<file path="config.mk">
export PLATFORM = sky130hd
export DESIGN_NAME = load_store_unit
export DESIGN_NICKNAME = d
export VERILOG_FILES = /design/src/rtl/load_store_unit.sv
export SDC_FILE = /design/constraint.sdc
export NUM_CORES = 1
export LEC_CHECK = 0
export CORE_MARGIN = 1.5
export CORE_UTILIZATION = 35
export CTS_BUF_LIST = sky130_fd_sc_hd__clkbuf_8
export DETAILED_ROUTE_END_ITERATION = 12
export GPL_TIMING_DRIVEN = 0
export PLACE_DENSITY = 0.65
export SLEW_MARGIN = 20
export SYNTH_ARGS = -nofsm -noshare
export SYNTH_HDL_FRONTEND = slang
export SYNTH_SLANG_ARGS = --single-unit
export TNS_END_PERCENT = 50
</file>
<file path="constraint.sdc">
create_clock -name clk -period 4.1 [get_ports clk]
set_input_delay 0.615 -clock clk [delete_from_list [all_inputs] [get_ports clk]]
set_output_delay 0.615 -clock clk [all_outputs]
set_load 0.05 [all_outputs]
</file>
<file path="src/rtl/load_store_unit.sv">
// Load/store unit: one outstanding access at a time, bridged onto a simple req/ack bus with byte lanes.
// Optional MISALIGN_CHECK_EN: misaligned halfword/word accesses answer with err and no bus cycle.

`ifndef MEM_MODE_WORD
`define MEM_MODE_WORD       3'd0
`endif
`ifndef MEM_MODE_BYTE
`define MEM_MODE_BYTE       3'd1
`endif
`ifndef MEM_MODE_BYTE_SIGN
`define MEM_MODE_BYTE_SIGN  3'd2
`endif
`ifndef MEM_MODE_HWORD
`define MEM_MODE_HWORD      3'd3
`endif
`ifndef MEM_MODE_HWORD_SIGN
`define MEM_MODE_HWORD_SIGN 3'd4
`endif

module load_store_unit (
  input  logic        clk,
  input  logic        rst_n,
  input  logic        req_valid,
  output logic        req_ready,
  input  logic        mem_read,
  input  logic        mem_write,
  input  logic [2:0]  mem_acc_mode,
  input  logic [31:0] addr,
  input  logic [31:0] wdata,
  output logic        resp_valid,
  output logic [31:0] rdata,
  output logic        err,
  output logic        bus_req,
  output logic        bus_we,
  output logic [31:0] bus_addr,
  output logic [3:0]  bus_be,
  output logic [31:0] bus_wdata,
  input  logic        bus_ack,
  input  logic [31:0] bus_rdata
);

  localparam int unsigned DW = 32;
  localparam int unsigned BW = 4;

  localparam logic [1:0] IDLE = 2'd0;
  localparam logic [1:0] BUS  = 2'd1;
  localparam logic [1:0] RESP = 2'd2;

  logic [1:0]    state_q, state_d;
  logic [2:0]    mode_q, mode_d;
  logic [1:0]    lane_q, lane_d;
  logic          load_q, load_d;
  logic          ready_q, ready_d;
  logic          resp_valid_q, resp_valid_d;
  logic [DW-1:0] rdata_q, rdata_d;
  logic          err_q, err_d;
  logic          bus_req_q, bus_req_d;
  logic          bus_we_q, bus_we_d;
  logic [DW-1:0] bus_addr_q, bus_addr_d;
  logic [BW-1:0] bus_be_q, bus_be_d;
  logic [DW-1:0] bus_wdata_q, bus_wdata_d;

  logic [2:0]    req_mode_c;
  logic [BW-1:0] req_be_c;
  logic [DW-1:0] req_wdata_c;
  logic          misalign_c;
  logic [7:0]    ld_byte_c;
  logic [15:0]   ld_half_c;
  logic [DW-1:0] ld_data_c;

  // Decode the incoming request: normalised mode, lane enables, lane-replicated store data.
  always_comb begin
    req_mode_c  = `MEM_MODE_WORD;
    req_be_c    = 4'b1111;
    req_wdata_c = wdata;
    case (mem_acc_mode)
      `MEM_MODE_BYTE, `MEM_MODE_BYTE_SIGN: begin
        req_mode_c  = mem_acc_mode;
        req_be_c    = 4'b0001 << addr[1:0];
        req_wdata_c = {4{wdata[7:0]}};
      end
      `MEM_MODE_HWORD, `MEM_MODE_HWORD_SIGN: begin
        req_mode_c  = mem_acc_mode;
        req_be_c    = addr[1] ? 4'b1100 : 4'b0011;
        req_wdata_c = {2{wdata[15:0]}};
      end
      default: ;
    endcase
  end

`ifdef MISALIGN_CHECK_EN
  always_comb begin
    case (mem_acc_mode)
      `MEM_MODE_BYTE, `MEM_MODE_BYTE_SIGN:   misalign_c = 1'b0;
      `MEM_MODE_HWORD, `MEM_MODE_HWORD_SIGN: misalign_c = addr[0];
      default:                               misalign_c = |addr[1:0];
    endcase
  end
`else
  assign misalign_c = 1'b0;
`endif

  // Pick the addressed lane(s) out of the bus read data and extend per mode.
  always_comb begin
    case (lane_q)
      2'd0:    ld_byte_c = bus_rdata[7:0];
      2'd1:    ld_byte_c = bus_rdata[15:8];
      2'd2:    ld_byte_c = bus_rdata[23:16];
      default: ld_byte_c = bus_rdata[31:24];
    endcase
    ld_half_c = lane_q[1] ? bus_rdata[31:16] : bus_rdata[15:0];
    case (mode_q)
      `MEM_MODE_BYTE:       ld_data_c = {24'h0, ld_byte_c};
      `MEM_MODE_BYTE_SIGN:  ld_data_c = {{24{ld_byte_c[7]}}, ld_byte_c};
      `MEM_MODE_HWORD:      ld_data_c = {16'h0, ld_half_c};
      `MEM_MODE_HWORD_SIGN: ld_data_c = {{16{ld_half_c[15]}}, ld_half_c};
      default:              ld_data_c = bus_rdata;
    endcase
  end

  // Next state and next registered outputs.
  always_comb begin
    state_d      = state_q;
    mode_d       = mode_q;
    lane_d       = lane_q;
    load_d       = load_q;
    resp_valid_d = 1'b0;
    rdata_d      = rdata_q;
    err_d        = 1'b0;
    bus_req_d    = bus_req_q;
    bus_we_d     = bus_we_q;
    bus_addr_d   = bus_addr_q;
    bus_be_d     = bus_be_q;
    bus_wdata_d  = bus_wdata_q;
    case (state_q)
      IDLE: begin
        if (req_valid && (mem_read || mem_write)) begin
          mode_d = req_mode_c;
          lane_d = addr[1:0];
          load_d = !mem_write;
          if (misalign_c) begin
            state_d      = RESP;
            resp_valid_d = 1'b1;
            err_d        = 1'b1;
            rdata_d      = '0;
          end else begin
            state_d     = BUS;
            bus_req_d   = 1'b1;
            bus_we_d    = mem_write;
            bus_addr_d  = {addr[31:2], 2'b00};
            bus_be_d    = req_be_c;
            bus_wdata_d = mem_write ? req_wdata_c : '0;
          end
        end
      end
      BUS: begin
        if (bus_ack) begin
          state_d      = RESP;
          resp_valid_d = 1'b1;
          rdata_d      = load_q ? ld_data_c : '0;
          bus_req_d    = 1'b0;
          bus_we_d     = 1'b0;
          bus_addr_d   = '0;
          bus_be_d     = '0;
          bus_wdata_d  = '0;
        end
      end
      RESP:    state_d = IDLE;
      default: state_d = IDLE;
    endcase
    ready_d = (state_d == IDLE);
  end

  always_ff @(posedge clk or negedge rst_n) begin
    if (!rst_n) begin
      state_q      <= IDLE;
      mode_q       <= `MEM_MODE_WORD;
      lane_q       <= 2'd0;
      load_q       <= 1'b0;
      ready_q      <= 1'b1;
      resp_valid_q <= 1'b0;
      rdata_q      <= '0;
      err_q        <= 1'b0;
      bus_req_q    <= 1'b0;
      bus_we_q     <= 1'b0;
      bus_addr_q   <= '0;
      bus_be_q     <= '0;
      bus_wdata_q  <= '0;
    end else begin
      state_q      <= state_d;
      mode_q       <= mode_d;
      lane_q       <= lane_d;
      load_q       <= load_d;
      ready_q      <= ready_d;
      resp_valid_q <= resp_valid_d;
      rdata_q      <= rdata_d;
      err_q        <= err_d;
      bus_req_q    <= bus_req_d;
      bus_we_q     <= bus_we_d;
      bus_addr_q   <= bus_addr_d;
      bus_be_q     <= bus_be_d;
      bus_wdata_q  <= bus_wdata_d;
    end
  end

  assign req_ready  = ready_q;
  assign resp_valid = resp_valid_q;
  assign rdata      = rdata_q;
  assign err        = err_q;
  assign bus_req    = bus_req_q;
  assign bus_we     = bus_we_q;
  assign bus_addr   = bus_addr_q;
  assign bus_be     = bus_be_q;
  assign bus_wdata  = bus_wdata_q;

endmodule
</file>
==> results of run 1 <==
## power groups by stage
stage          Sequential, mW  Combinational, mW  Clock [mW]
6_report                 1.81               4.28       0.648
2_1_floorplan            3.28               1.35           0
3_5_place_dp             1.82               4.28           0
3_3_place_gp             1.82               4.23           0
4_1_cts                  1.81               4.29       0.666
5_1_grt                  1.87               4.53       0.714
## synthesized netlist by cell type (8+ instances only)
cell type / number
o21ai_0: 18
buf_2: 10
a211oi_1: 8
o31ai_1: 8
a21oi_1: 10
o221ai_1: 8
inv_1: 11
o21ai_2: 10
nand2_1: 113
a22oi_1: 13
dfrtp_1: 109
nand3_1: 33
clkbuf_1: 30
buf_1: 9
nor2_1: 51
nand3b_1: 9
o2bb2ai_1: 35
mux2i_1: 44
a2bb2oi_1: 8
a22o_1: 9
## critical path: cells and delay by family
family | cells | cell delay [ps]
buffers and inverters | 2 | 1110
AOI/OAI and AO/OA | 2 | 400
xor gates and xnor gates | 1 | 540
and+or+nand+nor | 1 | 90
## flip-flops by register name, indices dropped and copies added (netlist names), 2 cells and up
register	flops
bus_wdata	32
rdata	32
bus_addr	30
bus_be	4
mode_q	3
lane_q	2
state_q	2
## final cells by class
type	count	share of cell area (%)
Sequential cell	110	33.0
Clock inverter	5	0.405
Buffer	55	3.03
Timing Repair Buffer	207	25.1
Tap cell	216	3.24
Inverter	12	0.600
Clock buffer	11	1.82
Multi-Input combinational cell	434	32.8
## logic make-up (layout without fill, tap and decap cells)
kind of cell / after synthesis / after routing / share of synthesized area [%]
AND/OR/NAND/NOR: 227 / 227 / 17.5
AO/OA/AOI/OAI: 156 / 156 / 20.7
flip-flops: 110 / 110 / 47.6
buffers and inverters: 67 / 290 / 5.24
multiplexers: 46 / 46 / 8.40
XOR/XNOR: 2 / 2 / 0.433
other: 1 / 3 / 0.0649
## worst min path at each step
| stage | slack [ps] | end | start |
|---|---|---|---|
| after detailed placement | 460 | rdata[3] | rdata[3] |
| after global placement | 460 | bus_we | bus_we |
| after CTS | 170 | resp_valid | rst_n |
| after floorplan | 320 | bus_addr[10] | rst_n |
| after global routing | 190 | resp_valid | rst_n |
| final | 160 | resp_valid | rst_n |
## per-layer routing
layer / global-route usage [%] / part of all wire [%] / up-vias
li1: - / - / 2617
met1: 28.6 / 43 / 2674
met2: 36.8 / 45 / 243
met3: 7.75 / 9.3 / 39
met4: 8.89 / 2.7 / 0
met5: 0 / 0 / -
==> flow_metrics.env, run 1 <==
export IMPL_pwr_share_seq_pct=26.9
export IMPL_ir_worst_vdd_v=0.000392
export IMPL_cts_buffers_inserted=9
export IMPL_syn2layout_area_growth_pct=44.3
export IMPL_synth_edff_count=0
export IMPL_max_freq_mhz=406
export IMPL_power_density_nw_per_um2=808
export IMPL_p_total_mw=6.74
export IMPL_cts_buffer_depth=2
export IMPL_synth_top_area_share_pct=47.2
export IMPL_slowest_stage="clkbuf_1"
export IMPL_max_stage_delay_ps=590
export IMPL_slew_viol_final=0
export IMPL_synth_area_top_cells="dfrtp_1, mux2i_1, nand2_1"
export IMPL_insertedDiodeCount=0
export IMPL_dp_hpwl_um=15000
export IMPL_place_congestion=0.871
export IMPL_maxCapViolations=0
export IMPL_yosysUniqueCellTypes=50
export IMPL_worstSetupEndpoint="bus_be[0]"
export IMPL_drc=0
export IMPL_drtIter0Drc=340
export IMPL_ctsResizeCount=0
export IMPL_synthArstFlopShare_pct=100
export IMPL_leakagePower_nw=3.62
export IMPL_min_path_type="primary input to asynchronous set/reset pin"
export IMPL_viasPerCell=5.31
export IMPL_fin_crit_sh_pct=60.1
export IMPL_whs_ps=157
export IMPL_num_rows=46
export IMPL_final_common_cell="clkdlybuf4s50_1"
export IMPL_final_antenna_net_count=0
export IMPL_h_tree_depth=3
export IMPL_cp_startpoint="mem_acc_mode[1]"
export IMPL_grt_pass1_wl_um=31400
export IMPL_tns_ps=0
export IMPL_grt_max_degree=58
export IMPL_syn_inst=609
export IMPL_yosysTopAreaCell="dfrtp_1"
export IMPL_final_cells=1050
export IMPL_cts_setup_buffers=0
export IMPL_crit_type="primary input to flip-flop"
export IMPL_arrival_ps=2760
export IMPL_cts_clk_slew_worst_paths_ps=100
export IMPL_grt_pass1_vias=5867
export IMPL_rsz0062_at_grt="no"
export IMPL_drive_above_1_share_pct=6.47
export IMPL_port_buffers=206
export IMPL_p_switching_mw=3.49
export IMPL_r2r_start="lane_q[1]"
export IMPL_track_usage_pct=23.0
export IMPL_p_sw_share_pct=51.7
export IMPL_reg2regPathDepth=5
export IMPL_cts_root_buf="clkbuf_8"
export IMPL_finalNetCount=934
export IMPL_chipHeight_um=132
export IMPL_die_w_um=132
export IMPL_combPwrFrac_pct=63.5
export IMPL_core_um2=16000
export IMPL_critPathLaunchType="primary input"
export IMPL_fp_dieArea_um2=17300
export IMPL_worst_path_max_fanout=10
export IMPL_synth_warnings=0
export IMPL_cts_tree="built"
export IMPL_stdcell_area_um2=8340
export IMPL_outcome="finished clean"
export IMPL_cp_end_kind="flip-flop"
export IMPL_initial_utilization_pct=36.1
export IMPL_ys_seq_elements=110
export IMPL_max_slew_margin_pct=27.3
export IMPL_antenna_found_initial=0
export IMPL_yosysSeqAreaShare_pct=47.6
export IMPL_pwr_share_clk_pct=9.6
export IMPL_required_ps=4390
export IMPL_fin_util_pct=52.1
export IMPL_clock_sinks=110
export IMPL_io_pins=210
export IMPL_syn_area_per_cell_um2=9.49
export IMPL_synthFlopType="dfrtp_1"
export IMPL_clk_latency_ps=400
export IMPL_cts_hold_buf=0
export IMPL_mostFrequentLayoutCells="clkdlybuf4s50_1, nand2_1, dfrtp_1"
export IMPL_vias=5573
export IMPL_path_cells="clkdlybuf4s50_1, nor2_1, xnor2_2, clkbuf_1, a21oi_1, a21o_1"
export IMPL_period_needed_ps=2460
export IMPL_avgRoutedWirePerCell_um=18.9
export IMPL_fillers=1522
export IMPL_placed_area_um2=8150
export IMPL_seqCellArea_um2=2750
export IMPL_pre_cts_slack_ps=1240
export IMPL_reg2reg_slack_ps=1870
export IMPL_gr_total_overflow=0
export IMPL_finalClockSkew_ps=14.4
export IMPL_routed_wl_um=19800
export IMPL_drt_pass1_iterations=5
export IMPL_reg2reg_to="rdata[0]"
export IMPL_tightest_slew_ps=1080
export IMPL_p_int_mw=3.25
export IMPL_hold_violations=0
export IMPL_setup_violations=0
export IMPL_finalWorstSetupSlack_ps=1640
export IMPL_syn_area_um2=5780
export IMPL_multi_input_area_um2=2740
export IMPL_post_place_cells=1034
No activity file was read; power rests on OpenSTA's default activity.
==> run 2: changes to the inputs <==
==> constraint.sdc (replaced) <==
create_clock -name clk -period 2.3 [get_ports clk]
set_input_delay 0.345 -clock clk [delete_from_list [all_inputs] [get_ports clk]]
set_output_delay 0.345 -clock clk [all_outputs]
set_load 0.05 [all_outputs]
==> run 2 against run 1 <==
Against the previous run:
- power rose by 79%
- setup slack worse by 1500 ps
- final cell count about the same
- first-iteration DRC count down 4.1%
- sequential cell count unchanged
- core utilization rose by 0.14 points
- wire length up 0.17%
- global-route usage barely moved
- die area unchanged
- critical path depth is the same
- non-clock buffer count increased by 1
- clock skew is 2.3 ps lower
- critical path type unchanged
- largest cell class unchanged
- largest power group unchanged
- highest routed layer unchanged
==> flow_metrics.env, run 2 (same netlist as run 1, synthesis figures left out) <==
export IMPL_outcome="finished clean"
export IMPL_drtIter0Drc=326
export IMPL_pwr_share_seq_pct=26.8
export IMPL_r2r_start="state_q[0]"
export IMPL_max_freq_mhz=460
export IMPL_fin_crit_sh_pct=94.5
export IMPL_cts_root_buf="clkbuf_8"
export IMPL_combPwrFrac_pct=63.5
export IMPL_place_congestion=0.871
export IMPL_drive_above_1_share_pct=6.59
export IMPL_port_buffers=206
export IMPL_final_antenna_net_count=0
export IMPL_vias=5594
export IMPL_reg2reg_to="bus_addr[19]"
export IMPL_fin_util_pct=52.3
export IMPL_cts_buffers_inserted=9
export IMPL_antenna_found_initial=0
export IMPL_hold_violations=0
export IMPL_finalWorstSetupSlack_ps=126
export IMPL_tns_ps=0
export IMPL_grt_pass1_wl_um=31300
export IMPL_syn2layout_area_growth_pct=44.7
export IMPL_p_sw_share_pct=51.7
export IMPL_cts_clk_slew_worst_paths_ps=100
export IMPL_reg2regPathDepth=5
export IMPL_drc=0
export IMPL_io_pins=210
export IMPL_mostFrequentLayoutCells="clkdlybuf4s50_1, nand2_1, dfrtp_1"
export IMPL_pwr_share_clk_pct=9.6
export IMPL_p_int_mw=5.80
export IMPL_drt_pass1_iterations=5
export IMPL_grt_max_degree=58
export IMPL_routed_wl_um=19900
export IMPL_track_usage_pct=23.0
export IMPL_crit_type="primary input to flip-flop"
export IMPL_tightest_slew_ps=889
export IMPL_final_common_cell="clkdlybuf4s50_1"
export IMPL_slew_viol_final=0
export IMPL_die_w_um=132
export IMPL_max_slew_margin_pct=40.3
export IMPL_min_path_type="primary input to asynchronous set/reset pin"
export IMPL_maxCapViolations=0
export IMPL_period_needed_ps=2170
export IMPL_pre_cts_slack_ps=-295
export IMPL_cp_end_kind="flip-flop"
export IMPL_arrival_ps=2470
export IMPL_grt_pass1_vias=5868
export IMPL_avgRoutedWirePerCell_um=18.9
export IMPL_chipHeight_um=132
export IMPL_initial_utilization_pct=36.1
export IMPL_clock_sinks=110
export IMPL_cts_tree="built"
export IMPL_finalNetCount=935
export IMPL_num_rows=46
export IMPL_p_total_mw=12.0
export IMPL_p_switching_mw=6.22
export IMPL_fp_dieArea_um2=17300
export IMPL_required_ps=2600
export IMPL_ir_worst_vdd_v=0.000700
export IMPL_setup_violations=0
export IMPL_reg2reg_slack_ps=250
export IMPL_gr_total_overflow=0
export IMPL_power_density_nw_per_um2=1440
export IMPL_h_tree_depth=3
export IMPL_critPathLaunchType="primary input"
export IMPL_worst_path_max_fanout=10
export IMPL_finalClockSkew_ps=12.1
export IMPL_cts_setup_buffers=0
export IMPL_clk_latency_ps=400
export IMPL_insertedDiodeCount=0
export IMPL_leakagePower_nw=3.62
export IMPL_cts_buffer_depth=2
export IMPL_dp_hpwl_um=15000
export IMPL_whs_ps=454
export IMPL_viasPerCell=5.32
export IMPL_core_um2=16000
==> run 2: worst max-delay path, stage by stage <==
cell             delay (ps)
clkdlybuf4s50_1         520
nor2_1                   80
xnor2_2                 540
clkbuf_1                580
a21oi_1                 210
a21o_1                  200
==> run 2: power by group through the flow <==
stage	Sequential [mW]	Clock, mW	Combinational, mW
final	3.23	1.16	7.64
after global routing	3.33	1.27	8.09
after CTS	3.23	1.19	7.65
after detailed placement	3.25	0	7.63
after global placement	3.24	0	7.54
after floorplan	5.84	0	2.41
==> run 2: how the worst max path moves through the flow <==
stage,to,startpoint,slack [ps]
2_1_floorplan,rdata[22],state_q[1],470
3_3_place_gp,bus_addr[20],rst_n,-3420
3_5_place_dp,bus_be[0],mem_acc_mode[0],-290
4_1_cts,rdata[0],lane_q[1],80
5_1_grt,bus_addr[19],state_q[0],-8
6_report,bus_be[0],mem_acc_mode[0],130
==> run 2: cell type report <==
class                           instances  area, um2
Fill cell                            1518       7640
Sequential cell                       110       2750
Multi-Input combinational cell        434       2750
Timing Repair Buffer                  208       2100
Tap cell                              216        270
Buffer                                 55        253
Clock buffer                           11        151
Inverter                               12       50.0
Clock inverter                          5       33.8
==> run 2: per-stage QoR <==
step | std cells | cell area, um2
6_report | 1051 | 8360
3_3_place_gp | 1033 | 8120
4_1_cts | 1051 | 8340
3_5_place_dp | 1034 | 8150
2_1_floorplan | 611 | 5790
5_1_grt | 1051 | 8360
==> run 2: layer usage <==
metal / global-route usage [%] / wire length, um
met1: 28.6 / 8400
met4: 8.89 / 574
met5: 0 / 0
met2: 36.8 / 9030
met3: 7.75 / 1880
==> run 2: what timing repair did <==
item / CTS / global route
gates resized for setup: 0 / 2
setup endpoints to repair: 0 / 7
hold buffers: 1 / 0
endpoints found under the hold margin: 53 / 0
